**config.mk**
```make
export PLATFORM = sky130hd
export DESIGN_NAME = fp_accum_seq_flat
export DESIGN_NICKNAME = d
export VERILOG_FILES = /design/src/rtl/fp_accum_seq_if.sv /design/src/rtl/fp_accum_seq.sv /design/src/flat_wrapper.sv
export SDC_FILE = /design/constraint.sdc
export NUM_CORES = 1
export LEC_CHECK = 0
export ABC_AREA = 1
export CAP_MARGIN = 10
export CORE_ASPECT_RATIO = 0.6
export CORE_MARGIN = 3
export CORE_UTILIZATION = 40
export DETAILED_ROUTE_END_ITERATION = 8
export GPL_TIMING_DRIVEN = 0
export PLACE_DENSITY = 0.74
export RECOVER_POWER = 100
export SETUP_SLACK_MARGIN = 0.2
export SLEW_MARGIN = 20
export SYNTH_ARGS = -nofsm -noshare
export SYNTH_HDL_FRONTEND = slang
export SYNTH_SLANG_ARGS = --single-unit
```
**constraint.sdc**
```tcl
create_clock -name clk -period 2 [get_ports clk]
set_input_delay 0.2 -clock clk [delete_from_list [all_inputs] [get_ports clk]]
set_output_delay 0.2 -clock clk [all_outputs]
set_load 0.005 [all_outputs]
```
**src/rtl/fp_accum_seq_if.sv**
```systemverilog
// Handshake bundle for fp_accum_seq: operand stream, adder start/done, result stream, status.
// master = environment side, slave = sequencer side.
interface fp_accum_seq_if #(
  parameter int LEN_W = 8
);
  logic             acc_start;
  logic [LEN_W-1:0] cfg_len;
  logic [31:0]      in_data;
  logic             in_valid;
  logic             in_ready;
  logic [31:0]      add_a;
  logic [31:0]      add_b;
  logic             add_start;
  logic [31:0]      add_sum;
  logic             add_done;
  logic [31:0]      out_data;
  logic             out_valid;
  logic             out_ready;
  logic             busy;
  logic             err;

  modport master (
    output acc_start, cfg_len, in_data, in_valid, add_sum, add_done, out_ready,
    input  in_ready, add_a, add_b, add_start, out_data, out_valid, busy, err
  );

  modport slave (
    input  acc_start, cfg_len, in_data, in_valid, add_sum, add_done, out_ready,
    output in_ready, add_a, add_b, add_start, out_data, out_valid, busy, err
  );
endinterface

```
**src/rtl/fp_accum_seq.sv**
```systemverilog
// Floating-point accumulation sequencer: streams operands through an external adder and returns the sum.
// Optional add_done watchdog enabled by defining FPACC_TIMEOUT_EN.
module fp_accum_seq #(
  parameter int LEN_W   = 8,
  parameter int TMO_CYC = 16
) (
  input logic          clk,
  input logic          reset_n,
  fp_accum_seq_if.slave bus
);

  typedef enum logic [2:0] {
    IDLE,
    FETCH,
    SETUP,
    ISSUE,
    RELEASE,
    OUT
  } state_e;

  state_e           state_q, state_d;
  logic [31:0]      acc_q, acc_d;
  logic [31:0]      op_q, op_d;
  logic [LEN_W-1:0] count_q, count_d;
  logic [LEN_W-1:0] len_q, len_d;
  logic             add_start_q, in_ready_q, out_valid_q, busy_q;

`ifdef FPACC_TIMEOUT_EN
  localparam int TMO_W = $clog2(TMO_CYC + 1);
  logic [TMO_W-1:0] tmo_q, tmo_d;
  logic             err_q, err_d;
`endif

  // NOTE: every variable gets its default before the case so no path leaves it unassigned (no latches).
  always_comb begin
    state_d = state_q;
    acc_d   = acc_q;
    op_d    = op_q;
    count_d = count_q;
    len_d   = len_q;
`ifdef FPACC_TIMEOUT_EN
    tmo_d   = tmo_q;
    err_d   = err_q;
`endif

    unique case (state_q)
      IDLE: begin
        if (bus.acc_start) begin
          acc_d = 32'h0000_0000;
          if (bus.cfg_len != '0) begin
            len_d   = bus.cfg_len;
            count_d = '0;
            state_d = FETCH;
          end else begin
            state_d = OUT;
          end
        end
      end
      FETCH: begin
        if (bus.in_valid) begin
          op_d    = bus.in_data;
          state_d = SETUP;
        end
      end
      SETUP: begin
        // The adder samples add_a/add_b the cycle before start, so hold start low once.
        state_d = ISSUE;
`ifdef FPACC_TIMEOUT_EN
        tmo_d   = '0;
`endif
      end
      ISSUE: begin
        if (bus.add_done) begin
          acc_d   = bus.add_sum;
          state_d = RELEASE;
`ifdef FPACC_TIMEOUT_EN
          tmo_d   = '0;
`endif
        end
`ifdef FPACC_TIMEOUT_EN
        else if (tmo_q == TMO_W'(TMO_CYC - 1)) begin
          err_d   = 1'b1;
          state_d = OUT;
        end else begin
          tmo_d = tmo_q + TMO_W'(1);
        end
`endif
      end
      RELEASE: begin
        if (!bus.add_done) begin
          count_d = count_q + LEN_W'(1);
          state_d = (count_d == len_q) ? OUT : FETCH;
        end
`ifdef FPACC_TIMEOUT_EN
        else if (tmo_q == TMO_W'(TMO_CYC - 1)) begin
          err_d   = 1'b1;
          state_d = OUT;
        end else begin
          tmo_d = tmo_q + TMO_W'(1);
        end
`endif
      end
      OUT: begin
        if (bus.out_ready) begin
          state_d = IDLE;
`ifdef FPACC_TIMEOUT_EN
          err_d   = 1'b0;
`endif
        end
      end
      default: state_d = IDLE;
    endcase
  end

  // NOTE: sequential state uses non-blocking assignments so all flops update together at the edge.
  always_ff @(posedge clk or negedge reset_n) begin
    if (!reset_n) begin
      state_q     <= IDLE;
      acc_q       <= 32'h0000_0000;
      op_q        <= 32'h0000_0000;
      count_q     <= '0;
      len_q       <= '0;
      add_start_q <= 1'b0;
      in_ready_q  <= 1'b0;
      out_valid_q <= 1'b0;
      busy_q      <= 1'b0;
    end else begin
      state_q     <= state_d;
      acc_q       <= acc_d;
      op_q        <= op_d;
      count_q     <= count_d;
      len_q       <= len_d;
      // Handshake outputs are registered from the next state so they are glitch-free flops.
      add_start_q <= (state_d == ISSUE);
      in_ready_q  <= (state_d == FETCH);
      out_valid_q <= (state_d == OUT);
      busy_q      <= (state_d != IDLE);
    end
  end

`ifdef FPACC_TIMEOUT_EN
  always_ff @(posedge clk or negedge reset_n) begin
    if (!reset_n) begin
      tmo_q <= '0;
      err_q <= 1'b0;
    end else begin
      tmo_q <= tmo_d;
      err_q <= err_d;
    end
  end

  assign bus.err = err_q;
`else
  assign bus.err = 1'b0;
`endif

  assign bus.add_a     = acc_q;
  assign bus.add_b     = op_q;
  assign bus.add_start = add_start_q;
  assign bus.in_ready  = in_ready_q;
  assign bus.out_valid = out_valid_q;
  assign bus.out_data  = acc_q;
  assign bus.busy      = busy_q;

endmodule
```
**src/flat_wrapper.sv**
```systemverilog
// flat-port wrapper written by rule: the top's interface ports become plain ports
module fp_accum_seq_flat 
#(
  parameter int LEN_W   = 8,
  parameter int TMO_CYC = 16
)
  (clk, reset_n, bus_acc_start, bus_cfg_len, bus_in_data, bus_in_valid, bus_add_sum, bus_add_done, bus_out_ready, bus_in_ready, bus_add_a, bus_add_b, bus_add_start, bus_out_data, bus_out_valid, bus_busy, bus_err);
  fp_accum_seq_if #(.LEN_W(LEN_W)) bus_i ();
  input logic clk;
  input logic reset_n;
  input wire logic [$bits(bus_i.acc_start)-1:0] bus_acc_start;
  input wire logic [$bits(bus_i.cfg_len)-1:0] bus_cfg_len;
  input wire logic [$bits(bus_i.in_data)-1:0] bus_in_data;
  input wire logic [$bits(bus_i.in_valid)-1:0] bus_in_valid;
  input wire logic [$bits(bus_i.add_sum)-1:0] bus_add_sum;
  input wire logic [$bits(bus_i.add_done)-1:0] bus_add_done;
  input wire logic [$bits(bus_i.out_ready)-1:0] bus_out_ready;
  output wire logic [$bits(bus_i.in_ready)-1:0] bus_in_ready;
  output wire logic [$bits(bus_i.add_a)-1:0] bus_add_a;
  output wire logic [$bits(bus_i.add_b)-1:0] bus_add_b;
  output wire logic [$bits(bus_i.add_start)-1:0] bus_add_start;
  output wire logic [$bits(bus_i.out_data)-1:0] bus_out_data;
  output wire logic [$bits(bus_i.out_valid)-1:0] bus_out_valid;
  output wire logic [$bits(bus_i.busy)-1:0] bus_busy;
  output wire logic [$bits(bus_i.err)-1:0] bus_err;
  assign bus_i.acc_start = bus_acc_start;
  assign bus_i.cfg_len = bus_cfg_len;
  assign bus_i.in_data = bus_in_data;
  assign bus_i.in_valid = bus_in_valid;
  assign bus_i.add_sum = bus_add_sum;
  assign bus_i.add_done = bus_add_done;
  assign bus_i.out_ready = bus_out_ready;
  assign bus_in_ready = bus_i.in_ready;
  assign bus_add_a = bus_i.add_a;
  assign bus_add_b = bus_i.add_b;
  assign bus_add_start = bus_i.add_start;
  assign bus_out_data = bus_i.out_data;
  assign bus_out_valid = bus_i.out_valid;
  assign bus_busy = bus_i.busy;
  assign bus_err = bus_i.err;
  fp_accum_seq #(.LEN_W(LEN_W), .TMO_CYC(TMO_CYC)) u_core (.clk(clk), .reset_n(reset_n), .bus(bus_i));
endmodule
```
==> results of run 1 <==
[how the worst max path moves through the flow]
stage                           start              endpoint  slack (ns)  cells after the start
floorplan           u_core.count_q[1]   u_core.bus.in_ready        0.50                     11
global placement              reset_n  u_core.bus.add_b[12]       -2.43                      1
detailed placement     bus_cfg_len[6]       u_core.len_q[4]        0.18                      8
CTS                 u_core.count_q[1]  u_core.bus.out_valid        0.23                     11
global route        u_core.state_q[2]  u_core.bus.add_a[21]        0.12                      8
finish              u_core.state_q[2]  u_core.bus.add_a[21]        0.27                      7
[critical path, cell delays in order (launching register included)]
cell and delay [ns]:
dfrtp_1 0.38, inv_1 0.14, nand2_1 0.14, nor2_4 0.19
nand2_1 0.24, clkbuf_1 0.30, nand3_1 0.16, nand2_1 0.06
[sequential cells by signal, indices dropped and copies added (netlist names)]
| name | cells |
|---|---|
| u_core.bus.add_a | 32 |
| u_core.bus.add_b | 32 |
| u_core.bus.add_start | 1 |
| u_core.bus.busy | 1 |
| u_core.bus.in_ready | 1 |
| u_core.bus.out_valid | 1 |
| u_core.count_q | 8 |
| u_core.len_q | 8 |
| u_core.state_q | 3 |
[kinds of logic (layout without fill, tap and decap cells)]
kind of cell             Yosys count  count (layout)
AO/OA/AOI/OAI                     24              24
XOR/XNOR                           2               2
adder cells (fa/ha/maj)            1               1
buffers and inverters             80             275
flip-flops                        87              87
multiplexers                      32              32
other                              1               1
AND/OR/NAND/NOR                  187             187
[metal layers]
layer	GRT usage [%]	vias up	part of all wire, %	wire length [µm]
met5	0	-	0	0
met4	4.666	0	0.99	110
met3	7.892	10	9.9	1105
met2	30.91	147	46	5100
met1	27.11	1713	43	4829
li1	-	1717	-	-
[cell usage in the layout, fill, tap and decap left out, types with 2 or more instances in the layout]
cell type,synthesis,final
buf_1,2,2
buf_4,37,38
clkbuf_1,8,8
clkbuf_16,0,9
clkbuf_2,0,3
clkbuf_8,0,3
clkdlybuf4s50_1,0,76
clkinv_2,0,2
dfrtp_1,87,87
dlygate4sd3_1,0,101
inv_1,25,29
mux2_2,32,32
nand2_1,79,80
nand2_2,5,4
nand3_1,78,78
nand3b_1,3,3
nand4_1,2,2
nor2_1,10,11
nor2_2,6,3
nor2_4,3,5
o21ai_0,12,12
o22ai_1,5,5
[layout make-up]
class                   instances  area, µm²  area share (%)
clock inverters                 3      17.52          0.2782
inverters                      30      112.6           1.788
multi-input cells             247       1426           22.65
plain buffers                  50      330.3           5.245
repair buffers                180       1804           28.65
flip-flops and latches         87       2177           34.57
well taps                     130      162.7           2.583
clock buffers                  12      266.5           4.232
[power breakdown]
part	internal [mW]	total [mW]	leakage [nW]	switching, mW
registers	2.55	3.06	1.12	0.513
clock network	0.932	1.58	0.140	0.650
logic	2.49	4.17	1.87	1.69
[repair_timing]
item                                   CTS  global route
gates resized for setup                  1             7
hold buffers                             1             0
pin swaps                                0             3
setup endpoints to repair                1             9
endpoints found under the hold margin   52             0
setup buffers                            0             1
==> metrics.txt, run 1 <==
post-synth top area cell=dfrtp_1; drt pass-1 iters=4; Final min period=1.730 ns; Skew-Pair Late Insertion Delay=0.33 ns; initial DRC count=217; NumNets Final=684; Achievable Freq=between 500 and 600 MHz; core region area=0.009493 mm²; Worst Path Arrival=1.95 ns; Synth Area in Simple Gates=21.67%; final setup vio count=0; Max FO, Critical Path=10; max-cap violation count=0; Hold Path Stages=3; Worst Skew=~0.0046 ns; post-layout util=66.34%; Synth top area share=approximately 54%; Die Wd=135.5 µm; Synth Area in XOR/XNOR=0.4353%; r2r setup slk=0.27 ns; CTS sink count=87; combinational family with the most area after synthesis=simple AND/OR/NAND/NOR gates; vias=3587; GPL Wtd Cong=0.8778; CP startpoint kind=register; Reg2Reg Depth=7; via-per-instance ratio=4.854; synth top area cells=dfrtp_1, nand3_1, mux2_2; final design area excluding fillers=0.006297 mm²; Std-Cell Rows=27; commonest register cell after synthesis=dfrtp_1; post-synth design cell area=a little over 0.004 mm²; reg2reg end=u_core.bus.add_a[21]; gr ovfl total=0; GRT Overall Usage=between 20% and 30%; Post-synth EDFFs=0; WS Path Type=reg2reg; synth warn=0; Cell Pwr Density=1400 mW/mm²; mux contribution to synthesized area=8.955%; area growth from synthesis to layout=56.50%; RSZ-0062 raised after global routing=false; drt wl/cell=15.08 µm; initial antenna violation count=0; clk buf depth=2; Cell variety after synth=28; CTS root buffer=clkbuf_16; Final Max Slew Viols=0; Total Power=8.814 mW; cts bufs inserted=9; status=completed; vias in the first global route=3485; I/O pin cnt=179; CTS tree=yes; Seq cells post-synth=87; CTS H-tree lvls=3; IO Port Bufs=between 150 and 200; Hold WC Path Type=in2reg; Hold EP=u_core.bus.add_a[4]; Worst-path clk slew=0.06 ns; most frequent cell after synthesis=dfrtp_1; setup TNS=0 ns; fraction of registers with async set/reset=100.0%; final hold slack=0.4218 ns; Synth Area per Inst=9.719 µm²; ANT cells=0; Synth Area in Compound Gates=3.420%; sequential area share after synthesis=54.10%; largest net degree at the start of global routing=between 50 and 60; Non-Filler Instances=739; Slew @ Worst Pin=approximately 1.3 ns; hold path start=bus_add_sum[4]; Post-synth top cells=dfrtp_1, nand2_1, nand3_1, buf_4, mux2_2; remaining antenna violation count=0; # fillers=774; placed instance count=722; Final Hold Violating Endpoints=0; first-pass GRT wire length=between 15000 and 20000 µm; Post-Synthesis Cells=414; Rel. slew slack=10.55%; Crit Reg-Reg Startpoint=u_core.state_q[2]; layout cells sized above 1=17.73%; Worst VDD drop=0.7567 mV; placement-stage cell area=0.005976 mm²; final worst slack=roughly 0.27 ns; Initial Utilization=42.39%; Post-DP HPWL=8488 µm; post-route DRC violation count=0; Synth Area in Adders=0.3109%; critical path capture point type=register; die area=0.01134 mm²; DRT Wirelength=11150 µm; Static Leak=3.129 nW; CP required=between 2 and 2.5 ns; die height=83.69 µm; Syn Nets=just under 500; post-route clock period utilization=about 87%; pre-CTS WS=0.1766 ns
(Power assumes the default switching activity.)
==> inputs of run 2 (changes only) <==
- CAP_MARGIN: 10 -> 20
- SETUP_SLACK_MARGIN: 0.2 -> not set
==> metrics.txt, run 2 (synthesis gave the netlist of run 1 again) <==
status=completed; # fillers=771 (-0.39%); Achievable Freq=539.9 MHz (-6.6%); Crit Reg-Reg Startpoint=u_core.count_q[1]; setup bufs post-CTS=0 (unchanged); Std-Cell Rows=27 (unchanged); IO Port Bufs=177 (unchanged); sw frac=32.15% (-0.15 points); die height=83.69 µm (unchanged); GRT Overall Usage=20.12% (-0.064 points); Comb pwr share=47.1% (-0.2 points); die area=0.01134 mm² (unchanged); CTS tree=yes; reg2reg end=u_core.bus.out_valid; CP startpoint kind=register; DRT Wirelength=11040 µm (-0.96%); Final Max Slew Viols=0 (unchanged); final setup vio count=0 (unchanged); commonest non-fill, non-tap cell in the layout=dlygate4sd3_1; Max FO, Critical Path=3 (-7); final design area excluding fillers=0.006238 mm² (-0.93%); gr ovfl total=0 (unchanged); GPL Wtd Cong=0.8778 (unchanged); RSZ-0062 raised after global routing=false; Hold EP=u_core.bus.add_a[4]; post-route clock period utilization=92.60% (+6.1 points); Rel. slew slack=12.68% (+2.1 points); I/O pin cnt=179 (unchanged); initial DRC count=169 (-22%); remaining antenna violation count=0 (unchanged); vias in the first global route=3466 (-0.55%); ANT cells=0 (unchanged); hold path start=bus_add_sum[4]; final hold slack=0.4169 ns (-0.004920 ns); setup TNS=0 ns (unchanged); max-cap violation count=0 (unchanged); NumNets Final=683 (-0.15%); r2r setup slk=0.15 ns (-0.12 ns); CP required=2.23 ns (about the same); core region area=0.009493 mm² (unchanged); Die Wd=135.5 µm (unchanged); Static Leak=3.119 nW (-0.34%); Reg2Reg Depth=11 (+4); CTS root buffer=clkbuf_16; Worst Skew=0.004404 ns (-0.0002386 ns); sw power=2.820 mW (-0.98%); first-pass GRT wire length=18130 µm (-0.38%); Worst VDD drop=0.7569 mV (about the same); largest net degree at the start of global routing=54 (unchanged); initial antenna violation count=0 (unchanged); Final Hold Violating Endpoints=0 (unchanged); Cell Pwr Density=1406 mW/mm² (+0.42%); drt wl/cell=14.96 µm (-0.83%); Hold WC Path Type=in2reg; Post-DP HPWL=8488 µm (unchanged); CTS sink count=87 (unchanged); Sequential Power Share=34.9% (+0.2 points); CTS H-tree lvls=3 (unchanged); Slew @ Worst Pin=1.310 ns (-0.03190 ns); Skew-Pair Late Insertion Delay=0.33 ns (about the same); layout cells sized above 1=16.94% (-0.79 points); via-per-instance ratio=4.816 (-0.79%); cts bufs inserted=9 (unchanged); WS Path Type=reg2reg; drt pass-1 iters=4 (unchanged); clk buf depth=2 (unchanged); placement-stage cell area=0.005976 mm² (unchanged); Final min period=1.852 ns (+0.1221 ns); vias=3554 (-0.92%); critical path capture point type=register; internal power=5.949 mW (-0.29%); most frequent cells in the layout=dlygate4sd3_1, dfrtp_1, nand2_1; area growth from synthesis to layout=55.04%; Worst-path clk slew=0.06 ns (about the same); Hold Path Stages=3 (unchanged); post-route DRC violation count=0 (unchanged); Initial Utilization=42.39% (unchanged); Clock power frac=18.1% (+0.2 points); Worst Path Arrival=2.09 ns (+0.14 ns)
-- run 2: worst max path at each step --
stage | start | endpoint | slack, ns | cells after the start
final | u_core.count_q[1] | u_core.bus.out_valid | 0.15 | 11
after global routing | u_core.state_q[2] | u_core.bus.add_a[21] | 0.008 | 8
after CTS | u_core.count_q[1] | u_core.bus.out_valid | 0.18 | 11
after detailed placement | bus_cfg_len[6] | u_core.len_q[4] | 0.18 | 8
after global placement | reset_n | u_core.bus.add_b[12] | -2.43 | 1
after floorplan | u_core.count_q[1] | u_core.bus.in_ready | 0.50 | 11
-- run 2: power by group through the flow --
| stage | clock, mW | combinational (mW) | sequential [mW] |
|---|---|---|---|
| after detailed placement | 0 | 4.57 | 3.12 |
| after CTS | 1.63 | 4.59 | 3.10 |
| after global routing | 1.71 | 4.55 | 3.18 |
| after global placement | 0 | 4.50 | 3.08 |
| after floorplan | 0 | 1.97 | 3.08 |
| final | 1.58 | 4.13 | 3.06 |
-- run 2: metrics by stage --
| step | utilization (%) | instances | worst slack (ns) | total power, mW |
|---|---|---|---|---|
| finish | 65.72 | 738 | 0.1479 | 8.769 |
| global route | 65.72 | 738 | 0.007972 | 9.448 |
| CTS | 66.05 | 738 | 0.1772 | 9.323 |
| detailed placement | 62.95 | 722 | 0.1766 | 7.693 |
| global placement | 62.77 | 721 | -2.426 | 7.588 |
| floorplan | - | 414 | 0.5040 | 5.043 |
-- run 2: layout make-up --
type                            instances  area (µm²)  area share (%)
Sequential cell                        87        2177           34.90
Timing Repair Buffer                  179        1788           28.66
Multi-Input combinational cell        247        1384           22.18
Buffer                                 50       330.3           5.295
Clock buffer                           12       266.5           4.272
Tap cell                              130       162.7           2.607
Inverter                               30       112.6           1.805
Clock inverter                          3       17.52          0.2808
-- run 2: critical path, stage by stage, from the launching register on --
cell	delay, ns
dfrtp_1	0.39
ha_1	0.22
nand3_1	0.14
o21ai_1	0.21
nand2_1	0.11
nand2_1	0.07
nand2_1	0.06
nor2_1	0.12
nand3_1	0.09
nand2_1	0.08
nand2_2	0.07
a21oi_1	0.19
-- run 2: per-layer routing --
layer	track usage, %	wire (µm)
met3	7.651	1014
met5	0	0
met1	27.19	4845
met4	4.392	105
met2	30.91	5073
-- run 2: timing repair --
action / CTS / global route
hold buffers: 1 / 0
resized for setup: 0 / 0
hold endpoints to repair: 52 / 0
